$ cat src/rtl/conware_pkg.sv
// Shared definitions for the Game-of-Life stream blocks.
// Contents: default live/dead colour words, the frame-source FSM state
// enum, and the address-width helper used by the stream/buffer blocks.
package conware_pkg;

    localparam logic [31:0] ALIVE_COLOR_DEF = 32'hFFFF_FFFF;
    localparam logic [31:0] DEAD_COLOR_DEF  = 32'h0000_0000;

    typedef enum logic [1:0] {
        ST_IDLE,
        ST_LOAD,
        ST_STREAM,
        ST_DONE
    } state_t;

    // Width needed to index n entries, never narrower than one bit.
    function automatic int clog2_min2(input int n);
        return (n < 2) ? 1 : $clog2(n);
    endfunction

endpackage

$ cat src/rtl/board2axis_if.sv
// AXI4-Stream bundle carrying colour words out of board2axis.
// Signals: tvalid, tready, tdata[DWIDTH], tlast, tkeep/tstrb[DWIDTH/8].
// master: drives everything except tready; slave: drives tready.
interface board2axis_if #(
    parameter int DWIDTH = 32
);
    logic                  tvalid;
    logic                  tready;
    logic [DWIDTH-1:0]     tdata;
    logic                  tlast;
    logic [DWIDTH/8-1:0]   tkeep;
    logic [DWIDTH/8-1:0]   tstrb;

    modport master (
        output tvalid, tdata, tlast, tkeep, tstrb,
        input  tready
    );

    modport slave (
        input  tvalid, tdata, tlast, tkeep, tstrb,
        output tready
    );
endinterface

$ cat src/rtl/board_row_mem.sv
// Row-organised board store: one write port, one synchronous read port.
// Ports: clk; wr_en/wr_addr/wr_data write a full row; wr_oob flags a write
// address outside 0..HEIGHT-1 (such writes never touch the array);
// rd_en/rd_addr latch a row into rd_data on the next edge.
// The array is not reset: a stored board survives a controller reset.
module board_row_mem #(
    parameter int WIDTH  = 8,
    parameter int HEIGHT = 1,
    parameter int AW     = 1
) (
    input  logic             clk,
    input  logic             wr_en,
    input  logic [AW-1:0]    wr_addr,
    input  logic [WIDTH-1:0] wr_data,
    output logic             wr_oob,
    input  logic             rd_en,
    input  logic [AW-1:0]    rd_addr,
    output logic [WIDTH-1:0] rd_data
);
    // Sized to the full address space so every address value indexes a
    // real entry; rows at or above HEIGHT are never written.
    localparam int DEPTH = 2 ** AW;

    logic [WIDTH-1:0] store [DEPTH];

    assign wr_oob = 32'(wr_addr) >= 32'(HEIGHT);

    always_ff @(posedge clk) begin
        if (wr_en && !wr_oob) begin
            store[wr_addr] <= wr_data;
        end
        if (rd_en) begin
            rd_data <= store[rd_addr];
        end
    end
endmodule

$ cat src/rtl/board2axis.sv
// Frame source: holds a WIDTH x HEIGHT board of cell bits and, on start,
// streams it row-major as AXI4-Stream colour words with TLAST on the last
// pixel of the frame.
// Ports: ACLK/ARESET (sync, active-high); row_wr_* row write port (IDLE
// only); start; busy/done/wr_drop status; m_axis stream master;
// num_writes (accepted beats) and frames_sent (completed frames).
module board2axis
    import conware_pkg::*;
#(
    parameter int                DWIDTH      = 32,
    parameter int                WIDTH       = 8,
    parameter int                HEIGHT      = 1,
    parameter logic [DWIDTH-1:0] ALIVE_COLOR = ALIVE_COLOR_DEF,
    parameter logic [DWIDTH-1:0] DEAD_COLOR  = DEAD_COLOR_DEF,
    localparam int               ROW_AW      = clog2_min2(HEIGHT)
) (
    input  logic              ACLK,
    input  logic              ARESET,
    input  logic              row_wr_en,
    input  logic [ROW_AW-1:0] row_wr_addr,
    input  logic [WIDTH-1:0]  row_wr_data,
    input  logic              start,
    output logic              busy,
    output logic              done,
    output logic              wr_drop,
    board2axis_if.master      m_axis,
    output logic [31:0]       num_writes,
    output logic [31:0]       frames_sent
);
    localparam int                COL_AW   = clog2_min2(WIDTH);
    localparam logic [COL_AW-1:0] COL_LAST = COL_AW'(WIDTH - 1);
    localparam logic [ROW_AW-1:0] ROW_LAST = ROW_AW'(HEIGHT - 1);

    state_t               state, state_nxt;
    logic [ROW_AW-1:0]    row, row_nxt;
    logic [COL_AW-1:0]    col, col_nxt;
    logic [WIDTH-1:0]     row_reg;
    logic [2**COL_AW-1:0] row_pad;
    logic                 mem_wr_en;
    logic                 mem_rd_en;
    logic                 wr_oob;
    logic                 beat_hs;
    logic                 tvalid_c;
    logic                 tlast_c;
    logic [DWIDTH-1:0]    tdata_c;

    // Writes only land while idle, so a streaming frame never sees its
    // rows change underneath it.
    assign mem_wr_en = row_wr_en && (state == ST_IDLE);

    // The memory read register doubles as the row register: it is loaded
    // during LOAD (read address = row) and holds through STREAM.
    board_row_mem #(
        .WIDTH  (WIDTH),
        .HEIGHT (HEIGHT),
        .AW     (ROW_AW)
    ) u_mem (
        .clk     (ACLK),
        .wr_en   (mem_wr_en),
        .wr_addr (row_wr_addr),
        .wr_data (row_wr_data),
        .wr_oob  (wr_oob),
        .rd_en   (mem_rd_en),
        .rd_addr (row),
        .rd_data (row_reg)
    );

    always_ff @(posedge ACLK) begin
        if (ARESET) begin
            state <= ST_IDLE;
            row   <= '0;
            col   <= '0;
        end else begin
            state <= state_nxt;
            row   <= row_nxt;
            col   <= col_nxt;
        end
    end

    always_comb begin
        row_pad                = '0;
        row_pad[WIDTH-1:0]     = row_reg;
        state_nxt              = state;
        row_nxt                = row;
        col_nxt                = col;
        mem_rd_en              = 1'b0;
        beat_hs                = 1'b0;
        tvalid_c               = 1'b0;
        tlast_c                = 1'b0;
        tdata_c                = DEAD_COLOR;
        case (state)
            ST_IDLE: begin
                if (start) begin
                    state_nxt = ST_LOAD;
                    row_nxt   = '0;
                    col_nxt   = '0;
                end
            end
            ST_LOAD: begin
                mem_rd_en = 1'b1;
                state_nxt = ST_STREAM;
            end
            ST_STREAM: begin
                tvalid_c = 1'b1;
                tdata_c  = row_pad[col] ? ALIVE_COLOR : DEAD_COLOR;
                tlast_c  = (row == ROW_LAST) && (col == COL_LAST);
                // Without TREADY nothing advances, which keeps TDATA/TLAST
                // stable for the stalled beat.
                if (m_axis.tready) begin
                    beat_hs = 1'b1;
                    if (col != COL_LAST) begin
                        col_nxt = col + 1'b1;
                    end else if (row != ROW_LAST) begin
                        col_nxt   = '0;
                        row_nxt   = row + 1'b1;
                        state_nxt = ST_LOAD;
                    end else begin
                        state_nxt = ST_DONE;
                    end
                end
            end
            ST_DONE: begin
                state_nxt = ST_IDLE;
            end
            default: begin
                state_nxt = ST_IDLE;
            end
        endcase
    end

    always_ff @(posedge ACLK) begin
        if (ARESET) begin
            busy        <= 1'b0;
            done        <= 1'b0;
            wr_drop     <= 1'b0;
            num_writes  <= '0;
            frames_sent <= '0;
        end else begin
            busy    <= (state_nxt != ST_IDLE);
            done    <= (state_nxt == ST_DONE);
            wr_drop <= row_wr_en && ((state != ST_IDLE) || wr_oob);
            if (beat_hs) begin
                num_writes <= num_writes + 32'd1;
            end
            if (state == ST_DONE) begin
                frames_sent <= frames_sent + 32'd1;
            end
        end
    end

    assign m_axis.tvalid = tvalid_c;
    assign m_axis.tdata  = tdata_c;
    assign m_axis.tlast  = tlast_c;
    assign m_axis.tkeep  = {(DWIDTH/8){1'b1}};
    assign m_axis.tstrb  = {(DWIDTH/8){1'b1}};

endmodule
$ cat src/flat_wrapper.sv
// flat-port wrapper written by rule: the top's interface ports become plain ports
module board2axis_flat import conware_pkg::*;
#(
    parameter int                DWIDTH      = 32,
    parameter int                WIDTH       = 8,
    parameter int                HEIGHT      = 1,
    parameter logic [DWIDTH-1:0] ALIVE_COLOR = ALIVE_COLOR_DEF,
    parameter logic [DWIDTH-1:0] DEAD_COLOR  = DEAD_COLOR_DEF,
    localparam int               ROW_AW      = clog2_min2(HEIGHT)
)
  (ACLK, ARESET, row_wr_en, row_wr_addr, row_wr_data, start, busy, done, wr_drop, num_writes, frames_sent, m_axis_tvalid, m_axis_tdata, m_axis_tlast, m_axis_tkeep, m_axis_tstrb, m_axis_tready);
  board2axis_if #(.DWIDTH(DWIDTH)) m_axis_i ();
  input  logic ACLK;
  input  logic ARESET;
  input  logic row_wr_en;
  input  logic [ROW_AW-1:0] row_wr_addr;
  input  logic [WIDTH-1:0] row_wr_data;
  input  logic start;
  output logic busy;
  output logic done;
  output logic wr_drop;
  output logic [31:0] num_writes;
  output logic [31:0] frames_sent;
  output wire logic [$bits(m_axis_i.tvalid)-1:0] m_axis_tvalid;
  output wire logic [$bits(m_axis_i.tdata)-1:0] m_axis_tdata;
  output wire logic [$bits(m_axis_i.tlast)-1:0] m_axis_tlast;
  output wire logic [$bits(m_axis_i.tkeep)-1:0] m_axis_tkeep;
  output wire logic [$bits(m_axis_i.tstrb)-1:0] m_axis_tstrb;
  input wire logic [$bits(m_axis_i.tready)-1:0] m_axis_tready;
  assign m_axis_tvalid = m_axis_i.tvalid;
  assign m_axis_tdata = m_axis_i.tdata;
  assign m_axis_tlast = m_axis_i.tlast;
  assign m_axis_tkeep = m_axis_i.tkeep;
  assign m_axis_tstrb = m_axis_i.tstrb;
  assign m_axis_i.tready = m_axis_tready;
  board2axis #(.DWIDTH(DWIDTH), .WIDTH(WIDTH), .HEIGHT(HEIGHT), .ALIVE_COLOR(ALIVE_COLOR), .DEAD_COLOR(DEAD_COLOR)) u_core (.ACLK(ACLK), .ARESET(ARESET), .row_wr_en(row_wr_en), .row_wr_addr(row_wr_addr), .row_wr_data(row_wr_data), .start(start), .busy(busy), .done(done), .wr_drop(wr_drop), .m_axis(m_axis_i), .num_writes(num_writes), .frames_sent(frames_sent));
endmodule
$ cat config.mk
export PLATFORM = sky130hd
export DESIGN_NAME = board2axis_flat
export DESIGN_NICKNAME = d
export VERILOG_FILES = /design/src/rtl/conware_pkg.sv /design/src/rtl/board2axis_if.sv /design/src/rtl/board_row_mem.sv /design/src/rtl/board2axis.sv /design/src/flat_wrapper.sv
export SDC_FILE = /design/constraint.sdc
export NUM_CORES = 1
export LEC_CHECK = 0
export ABC_AREA = 1
export BUFFER_PORTS_ARGS = -buffer_cell sky130_fd_sc_hd__buf_4
export CORE_ASPECT_RATIO = 0.75
export CORE_UTILIZATION = 40
export CTS_BUF_LIST = sky130_fd_sc_hd__clkbuf_8
export CTS_CLUSTER_SIZE = 8
export DETAILED_ROUTE_END_ITERATION = 12
export GPL_TIMING_DRIVEN = 0
export PLACE_DENSITY = 0.77
export REMOVE_ABC_BUFFERS = 1
export SYNTH_ARGS = -nofsm -noshare
export SYNTH_HDL_FRONTEND = slang
export SYNTH_HIERARCHICAL = 1
export SYNTH_SLANG_ARGS = --single-unit
$ cat constraint.sdc
create_clock -name ACLK -period 2.1 [get_ports ACLK]
set_input_delay 0 -clock ACLK [delete_from_list [all_inputs] [get_ports ACLK]]
set_output_delay 0 -clock ACLK [all_outputs]
set_load 0.02 [all_outputs]
**After elaboration in Yosys (flattened, before gate mapping)**

Memory sizes are Yosys's and may differ from the RTL's. A register that Yosys moved wholly into a read port is not among the register bits.
Cells that the tools add are included.

- Register bits after elaboration: 73
- Bits in latches: 0
- RAM bits: 16
- ROM bits: 0
- Input port bits: 14
- Word-level logic and storage cells: 64
- Memories kept: 1

- Add/subtract/negate cells: 4
- $mul: 0
- Div/mod/pow operators: 0
- Order comparisons: 2
- Equality and inequality tests: 10
- Shifts and indexed selects: 0
- Muxes and demuxes: 26
- Bitwise logic cells: 1
- Reductions and logical operators: 12

Memory list:

| memory | words | bits a word | read ports | clocked after memory_dff | wr ports | line | RTL |
|---|---|---|---|---|---|---|---|
| u_core.u_mem.store | 2 | 8 | 1 | 1 | 1 | board_row_mem.sv:24 | `logic [WIDTH-1:0] store [DEPTH];` |

Operators by type and width:

| kind | number |
|---|---|
| 32-bit by 1-bit adder with 32-bit output, second input constant | 2 |
| 32-bit 2-to-1 mux | 2 |
| 1-bit 2-to-1 mux | 12 |
| 3-bit 2-to-1 mux | 4 |
| 2-bit 2-to-1 mux | 4 |
| 2-bit one-hot mux with 4 select lines | 1 |
| 4-bit AND reduction | 2 |
| 2-bit equality test, second input constant | 3 |
| 2-bit != test, second input constant | 3 |
| 3-bit one-hot mux with 2 select lines | 1 |
| 2-bit nonzero test | 3 |
| 1-bit logical AND | 4 |
| 3-bit by 4-bit less-than comparator with 1-bit output, second input constant | 1 |
| 3-bit by 1-bit adder with 3-bit output, second input constant | 1 |
| 1-bit binary-select mux with 3-bit select | 1 |
| 3-bit equality test, second input constant | 1 |
| 3-bit by 1-bit != test with 1-bit output, second input constant | 1 |
| 3-bit != test, second input constant | 1 |
| 2-bit by 1-bit equality test with 1-bit output, second input constant | 1 |
| 2-bit zero test | 1 |
| 1-bit one-hot mux with 2 select lines | 1 |
| 1-bit adder, second input constant | 1 |
| 1-bit >= comparator, second input constant | 1 |
| 1-bit zero test | 1 |
| other kinds (2) | 2 |

**Logic depth before layout (Yosys ltp)**

Gate-level depths: netlist (run 1).

- Depth after elaboration: 5
- Depth in mapped cells: 11
- Mapped depth without buffers: 10

**Hierarchy**

Netlist (run 1), hierarchy kept.

Modules (own cells, without submodules):

| module | instances | cells each | area an instance (µm²) | seq. area each (µm²) |
|---|---|---|---|---|
| board2axis | 1 | 652 | 4,240.3 | 1,441.4 |
| board_row_mem | 1 | 54 | 844.6 | 720.7 |

**Least setup slack after synthesis (run 1)**

Ideal clock, no wire load.

- Kind: reg-to-output
- Start: reg u_core.state[0]
- End: out m_axis_tdata[10]
- Arrival time: 2,521 ps
- Data required time: 2,100 ps
- Slack: -421 ps
- Cell stages (with the launch flop): 7
- Path buffers: 2
- Cell sequence: dfxtp_1 > inv_1 > ha_1 > buf_4 > o21ai_0 > nor2_1 > buf_4

- Cells in the longest elaborated chain, start to end: 2

Ends and longest elaborated chain:

| what | line | RTL |
|---|---|---|
| from (decl) | board2axis.sv:34 | `state_t state, state_nxt;` |
| from (signal assigned) | board2axis.sv:74 | `state <= state_nxt;` |
| 2-bit equality test | board2axis.sv:91 | `case (state)` |
| 32-bit 2-to-1 mux | board2axis.sv:91 |  |
| to (decl) | flat_wrapper.sv:25 | `output wire logic [$bits(m_axis_i.tdata)-1:0] m_axis_tdata;` |

No other way between the ends.

**Final worst setup path (run 1)**

- Start: reg u_core.state[0]
- End: reg u_core.frames_sent[11]

- Cells in the longest elaborated chain, start to end: 1

Ends and longest elaborated chain:

| what | line | RTL |
|---|---|---|
| 2-bit equality test | board2axis.sv:145 | `if (state == ST_DONE) begin` |
| to (signal assigned) | board2axis.sv:146 | `frames_sent <= frames_sent + 32'd1;` |
| to (decl) | board2axis.sv:28 | `output logic [31:0] frames_sent` |

No other way between the ends.
A chain may end at the register's enable or synchronous reset.

==> impl_metrics.toml, run 1 <==
[synthesis]
syn_area_um2 = 5080
synthMuxAreaShare_pct = 0
synth_compound_area_share_pct = 6.84
synth_edf_count = 24
ys_ff_latch = 96
synth.avg_cell_area_um2 = 7.20
synthCells = 706
synth-main-ff-cell = "dfxtp_1"
synth.distinct_cells = 35
synth_simple_gate_area_share_pct = 33.7
synth-xor-area-share_pct = 1.21
synth_top_family_by_area = "simple AND/OR/NAND/NOR gates"
synth-adder-area-share_pct = 1.97
yosys_warnings = 6
seq_area_frac_synth_pct = 42.5
async_flop_share_pct = 0

[setup_path]
cpPeakStageDelay_ns = 0.38
cp.required_ns = 2.35
startpoint_type = "flop"
cp-end-kind = "flop"
cp_slowest_cell = "dfxtp_1"
path_cells = "ha_1, nand2_1, nor2_1, nand2_1, nor2_2, nand2_1, o21ai_0, nor2_1"
critPathKind = "flop to flop"
crit_fanout = 9
cp.arrival_ns = 2.04
cp_num_buf_inv = 0
reg2reg_from = "u_core/state[0]"
crit_path_frequent_cell = "nand2_1"
cp_top_family = "simple AND/OR/NAND/NOR gates"
critPathLaunch = "u_core/state[0]"

[power_and_ir_drop]
p_leak_nw = 2.67
p_seq_share_pct = 49.6
clkPwrFrac_pct = 24.9
p_per_area_nw_per_um2 = 694
internal-power_w = 0.00288
power.switching_w = 0.00139
power_w = 0.00426
vdd_drop_max_v = 0.000360
p_sw_share_pct = 32.5
comb_power_share_pct = 25.5

[sta]
maxSlewViolCount = 0
fin_crit_ns = 1.79
rsz0062_at_grt = "no"
setup_viol = 0
tightest_slew_ns = 0.816
skew_ns = 0.0168
hold_viol_final = 0
relSlewSlack_pct = 45.5
fmax_mhz = 558
min_period_over_period_pct = 85.3
setup_slack_ns = 0.308

[route]
viasPerCell = 4.57
drt_iter0_markers = 283
drt-total-wl_mm = 11.3
ant_nets = 0
wire_per_inst_um = 11.6
drc = 0
via_count = 4472
first_pass_iters = 5

[layout]
layout_commonest_cell = "nand2_1"
seq_area_um2 = 2160
fin_area_um2 = 6140
layout.nets = 829
syn2layout_area_growth_pct = 20.7
drive_gt1_share_pct = 20.1
n_antenna_cell = 0
layout_common_cells = "nand2_1 (156), nor2_1 (127), buf_4 (114)"
fillers = 1224
multi_input_area_um2 = 2290

[clocking]
clk_latency_ns = 0.36
root_buffer = "clkbuf_8"
cts-buffers-inserted = 9
h-tree-depth = 3
clk_pin_slew_ns = 0.09
cts.sinks = 96
clockBufferDepth = 2
cts_tree = "done"
post_cts_buffers = 0

[min_path]
min_from = "ARESET"
min_path_type = "input port to flop"

[place]
gp_congestion = 0.880
portBuffers = 114
place_hpwl_mm = 8.41
place_ws_ns = -0.220
placed_area_um2 = 5860

[global_route]
grt_first_pass_wirelength_mm = 19.3
antenna_found_initial = 0
globalRoute.totalOverflow = 0
grt_pass1_vias = 4086
track_usage_pct = 18.1
grt_start_max_net_pins = 47

[job]
drv_cap = 0

[floorplan]
dieArea_um2 = 13200
die_y_um = 99.6
core-area_um2 = 12300
initial_core_util_pct = 41.2
ioPinCount = 123
rows = 35
fp.dieW_um = 132

[run_status]
status = "finished, final reports clean"
-- stage by stage --
| stage | TNS [ns] | hold slack (ns) | util (%) | std cells |
|---|---|---|---|---|
| after floorplan | -214.01 | 0.0691 | - | 670 |
| after global placement | -12.84 | 0.187 | 47.3 | 950 |
| after detailed placement | -0.517 | 0.188 | 47.5 | 951 |
| after CTS | 0 | 0.00506 | 49.7 | 978 |
| after global routing | 0 | 0.0193 | 49.7 | 978 |
| final | 0 | 0.0236 | 49.7 | 978 |
-- registers in the layout (all words and copies together), names as in the netlist --
register,cells
u_core/u_mem/rd_data,8
u_core/busy,1
u_core/frames_sent,32
u_core/wr_drop,1
u_core/col,3
u_core/u_mem/store,16
u_core/done,1
u_core/num_writes,32
u_core/state,2
-- power by group through the flow --
stage                     sequential (W)  clock, W  combinational, W
final                            0.00211   0.00106           0.00109
after global routing             0.00213   0.00117           0.00119
after CTS                        0.00212   0.00110           0.00109
after detailed placement         0.00216         0           0.00107
after global placement           0.00216         0           0.00104
after floorplan                  0.00218         0          0.000506
-- Yosys cell counts (2+ instances only) --
cell | n | area share (%)
xor2_1 | 5 | 0.86
nand2_4 | 2 | 0.44
o21ai_1 | 2 | 0.20
and2_1 | 2 | 0.25
dfxtp_1 | 72 | 28
a21oi_1 | 29 | 2.9
nand3_2 | 2 | 0.39
nand4_1 | 8 | 0.98
edfxtp_1 | 24 | 14
nor2_2 | 9 | 1.1
o21a_1 | 3 | 0.44
clkbuf_1 | 5 | 0.37
nand2_2 | 2 | 0.25
nor2_4 | 7 | 1.6
nand2_1 | 156 | 12
nand3_1 | 51 | 5.0
nor3b_1 | 2 | 0.30
buf_4 | 43 | 6.3
ha_1 | 8 | 2.0
o21ai_0 | 31 | 3.1
inv_2 | 7 | 0.52
conb_1 | 3 | 0.22
xnor2_1 | 2 | 0.34
inv_1 | 80 | 5.9
nor3_1 | 14 | 1.4
nor2_1 | 128 | 9.4
-- kinds of logic (layout without fill, tap and decap cells) --
kind of cell | Yosys count | count (layout)
AO/OA/AOI/OAI | 67 | 67
XOR/XNOR | 7 | 7
adder cells (fa/ha/maj) | 8 | 8
buffers and inverters | 138 | 230
flip-flops | 96 | 96
other | 3 | 17
AND/OR/NAND/NOR | 387 | 387
-- what timing repair did --
action / in CTS / in global routing
hold endpoints to repair: 18 / 0
hold buffers: 11 / 0
endpoints found under the setup margin: 0 / 1
resized for setup: 0 / 1
-- area by class of cell --
class | count | area share, %
Tap cell | 166 | 3.38
Clock inverter | 7 | 0.693
Timing Repair Buffer | 126 | 16.0
Inverter | 88 | 5.38
Multi-Input combinational cell | 486 | 37.3
Clock buffer | 9 | 2.02
Sequential cell | 96 | 35.2
-- worst paths after layout --
path                       endpoint  slack, ns  cells after the start
max          u_core/frames_sent[11]       0.31                      8
min           u_core/num_writes[17]       0.02                      2
max reg2reg  u_core/frames_sent[11]       0.31                      8
min reg2reg    u_core/num_writes[6]       0.47                      2
-- layer usage --
metal	GRT usage [%]	share of wire, %	wire [µm]	vias to the layer above
met3	4.08	5.0	564	11
met2	29.2	45	5130	102
met4	5.66	1.1	129	0
met5	0	0	0	-
met1	24.3	49	5510	1992
li1	-	-	-	2367
-- worst register-to-register path: stages (launching register included) --
cell and delay, ns:
dfxtp_1 0.38, ha_1 0.37, nand2_1 0.12, nor2_1 0.16
nand2_1 0.16, nor2_2 0.21, nand2_1 0.09, o21ai_0 0.16
nor2_1 0.06
Note: power is estimated with default switching activity, not from simulation.
==> run 2: changes to the inputs <==
Settings changed: CORE_UTILIZATION 40 to 30, PLACE_DENSITY 0.77 to 0.64.
==> impl_metrics.toml, run 2 (synthesized netlist as in run 1, its figures left out) <==
[run_status]
status = "finished with violations"
violations = "design-rule violations"

[clocking]
h-tree-depth = 3
cts-buffers-inserted = 9
root_buffer = "clkbuf_8"
clk_latency_ns = 0.38
clk_pin_slew_ns = 0.09
clockBufferDepth = 2
cts_tree = "done"
cts.sinks = 96

[floorplan]
core-area_um2 = 16300
ioPinCount = 123
dieArea_um2 = 17500
die_y_um = 115
initial_core_util_pct = 31.3
rows = 40
fp.dieW_um = 152

[global_route]
antenna_found_initial = 0
globalRoute.totalOverflow = 0
grt_start_max_net_pins = 33
grt_pass1_vias = 4151
grt.met3_usage_pct = 4.30
track_usage_pct = 14.7
use_met1_pct = 19.8
grt_use_met2_pct = 22.9
grt_first_pass_wirelength_mm = 20.3
top_usage_layer = "met2"

[setup_path]
reg2reg_depth = 8
cp.required_ns = 2.36
crit_fanout = 26
cp-end-kind = "flop"
cp.arrival_ns = 2.10
startpoint_type = "input port"
critPathKind = "input port to flop"
r2r_setup_slack_ns = 0.28

[power_and_ir_drop]
p_leak_nw = 2.69
vdd_drop_max_v = 0.000284
p_per_area_nw_per_um2 = 711

[job]
drv_cap = 0

[layout]
fin_area_um2 = 6260
layout.nets = 831
fillers = 1721
drive_gt1_share_pct = 20.4
n_antenna_cell = 0
seq_area_um2 = 2160
syn2layout_area_growth_pct = 23.2
multi_input_area_um2 = 2290
top_regs = "u_core/frames_sent (32), u_core/num_writes (32), u_core/u_mem/store (16)"
layout_common_cells = "nand2_1 (156), nor2_1 (127), buf_4 (114)"
layout_commonest_cell = "nand2_1"
fin_util_pct = 38.5

[route]
drt_iter0_markers = 321
viasPerCell = 4.46
via_count = 4565
ant_nets = 0
first_pass_iters = 9
drt-total-wl_mm = 12.3
drc = 8
wire_per_inst_um = 12.0

[min_path]
min_path_type = "input port to flop"
holdPathStages = 4

[sta]
min_period_over_period_pct = 87.3
maxSlewViolCount = 0
rsz0062_at_grt = "no"
fin_tns_setup_ns = 0
fmax_mhz = 545
hold_viol_final = 0
relSlewSlack_pct = 46.2
skew_ns = 0.0144
tightest_slew_ns = 0.804
setup_viol = 0
fin_crit_ns = 1.83

[place]
gp_congestion = 0.866
placed_area_um2 = 5940
portBuffers = 114
place_hpwl_mm = 9.34
## run 2: cell types whose count changed in the layout (fill, tap and decap cells not counted)
| cell | previous run | this run |
|---|---|---|
| buf_16 | 0 | 1 |
| bufinv_16 | 0 | 1 |
| clkinv_1 | 0 | 2 |
| clkinv_4 | 0 | 3 |
| clkinvlp_2 | 0 | 1 |
| clkinvlp_4 | 3 | 1 |
| dlygate4sd3_1 | 11 | 12 |
| ha_1 | 7 | 6 |
| ha_2 | 1 | 2 |
| inv_1 | 83 | 80 |
| inv_2 | 8 | 7 |
| inv_6 | 1 | 0 |
## run 2: power breakdown
| group | leakage [nW] | switching (W) | internal [W] |
|---|---|---|---|
| sequential | 0.808 | 0.0000732 | 0.00205 |
| combinational | 1.79 | 0.000693 | 0.000414 |
| clock | 0.0930 | 0.000678 | 0.000549 |
| total | 2.69 | 0.00145 | 0.00301 |
## run 2: metrics by stage
| step | power [W] | cells | setup slack (ns) | hold WS, ns |
|---|---|---|---|---|
| global placement | 0.00321 | 994 | -0.405 | 0.189 |
| CTS | 0.00451 | 1024 | 0.158 | 0.0533 |
| finish | 0.00446 | 1024 | 0.266 | 0.0771 |
| global route | 0.00469 | 1024 | 0.0800 | 0.0647 |
| detailed placement | 0.00324 | 996 | 0.187 | 0.193 |
| floorplan | 0.00268 | 670 | -6.69 | 0.0691 |
## run 2: timing repair
action / in CTS / in global routing
endpoints found under the hold margin: 30 / 0
setup endpoints to repair: 0 / 4
gates resized for setup: 0 / 2
setup buffers: 0 / 0
hold buffers: 12 / 0
## run 2: layer usage
layer	wire length [µm]	part of all wire [%]
met5	0	0
met4	106	0.86
met3	626	5.1
met2	5290	43
met1	6280	51
## run 2: path summary, 6_finish.rpt
path,startpoint,to
worst max-delay path,ARESET,u_core/num_writes[10]
worst min-delay path,m_axis_tready,u_core/num_writes[0]
worst max register to register,u_core/state[0],u_core/num_writes[15]
worst min register to register,u_core/num_writes[6],u_core/num_writes[6]
## run 2: area by class of cell
| type | count | area share [%] |
|---|---|---|
| multi-input combinational | 486 | 36.6 |
| sequential | 96 | 34.5 |
| timing repair buffer | 128 | 16.3 |
| inverter | 88 | 5.27 |
| tap | 210 | 4.19 |
| clock buffer | 9 | 1.98 |
| clock inverter | 7 | 1.16 |
## run 2: worst max-delay path: stages
cell and delay, ns:
dlygate4sd3_1 0.53, buf_4 0.31, clkinv_1 0.68, buf_16 0.42
o21ai_0 0.09, a21oi_1 0.05
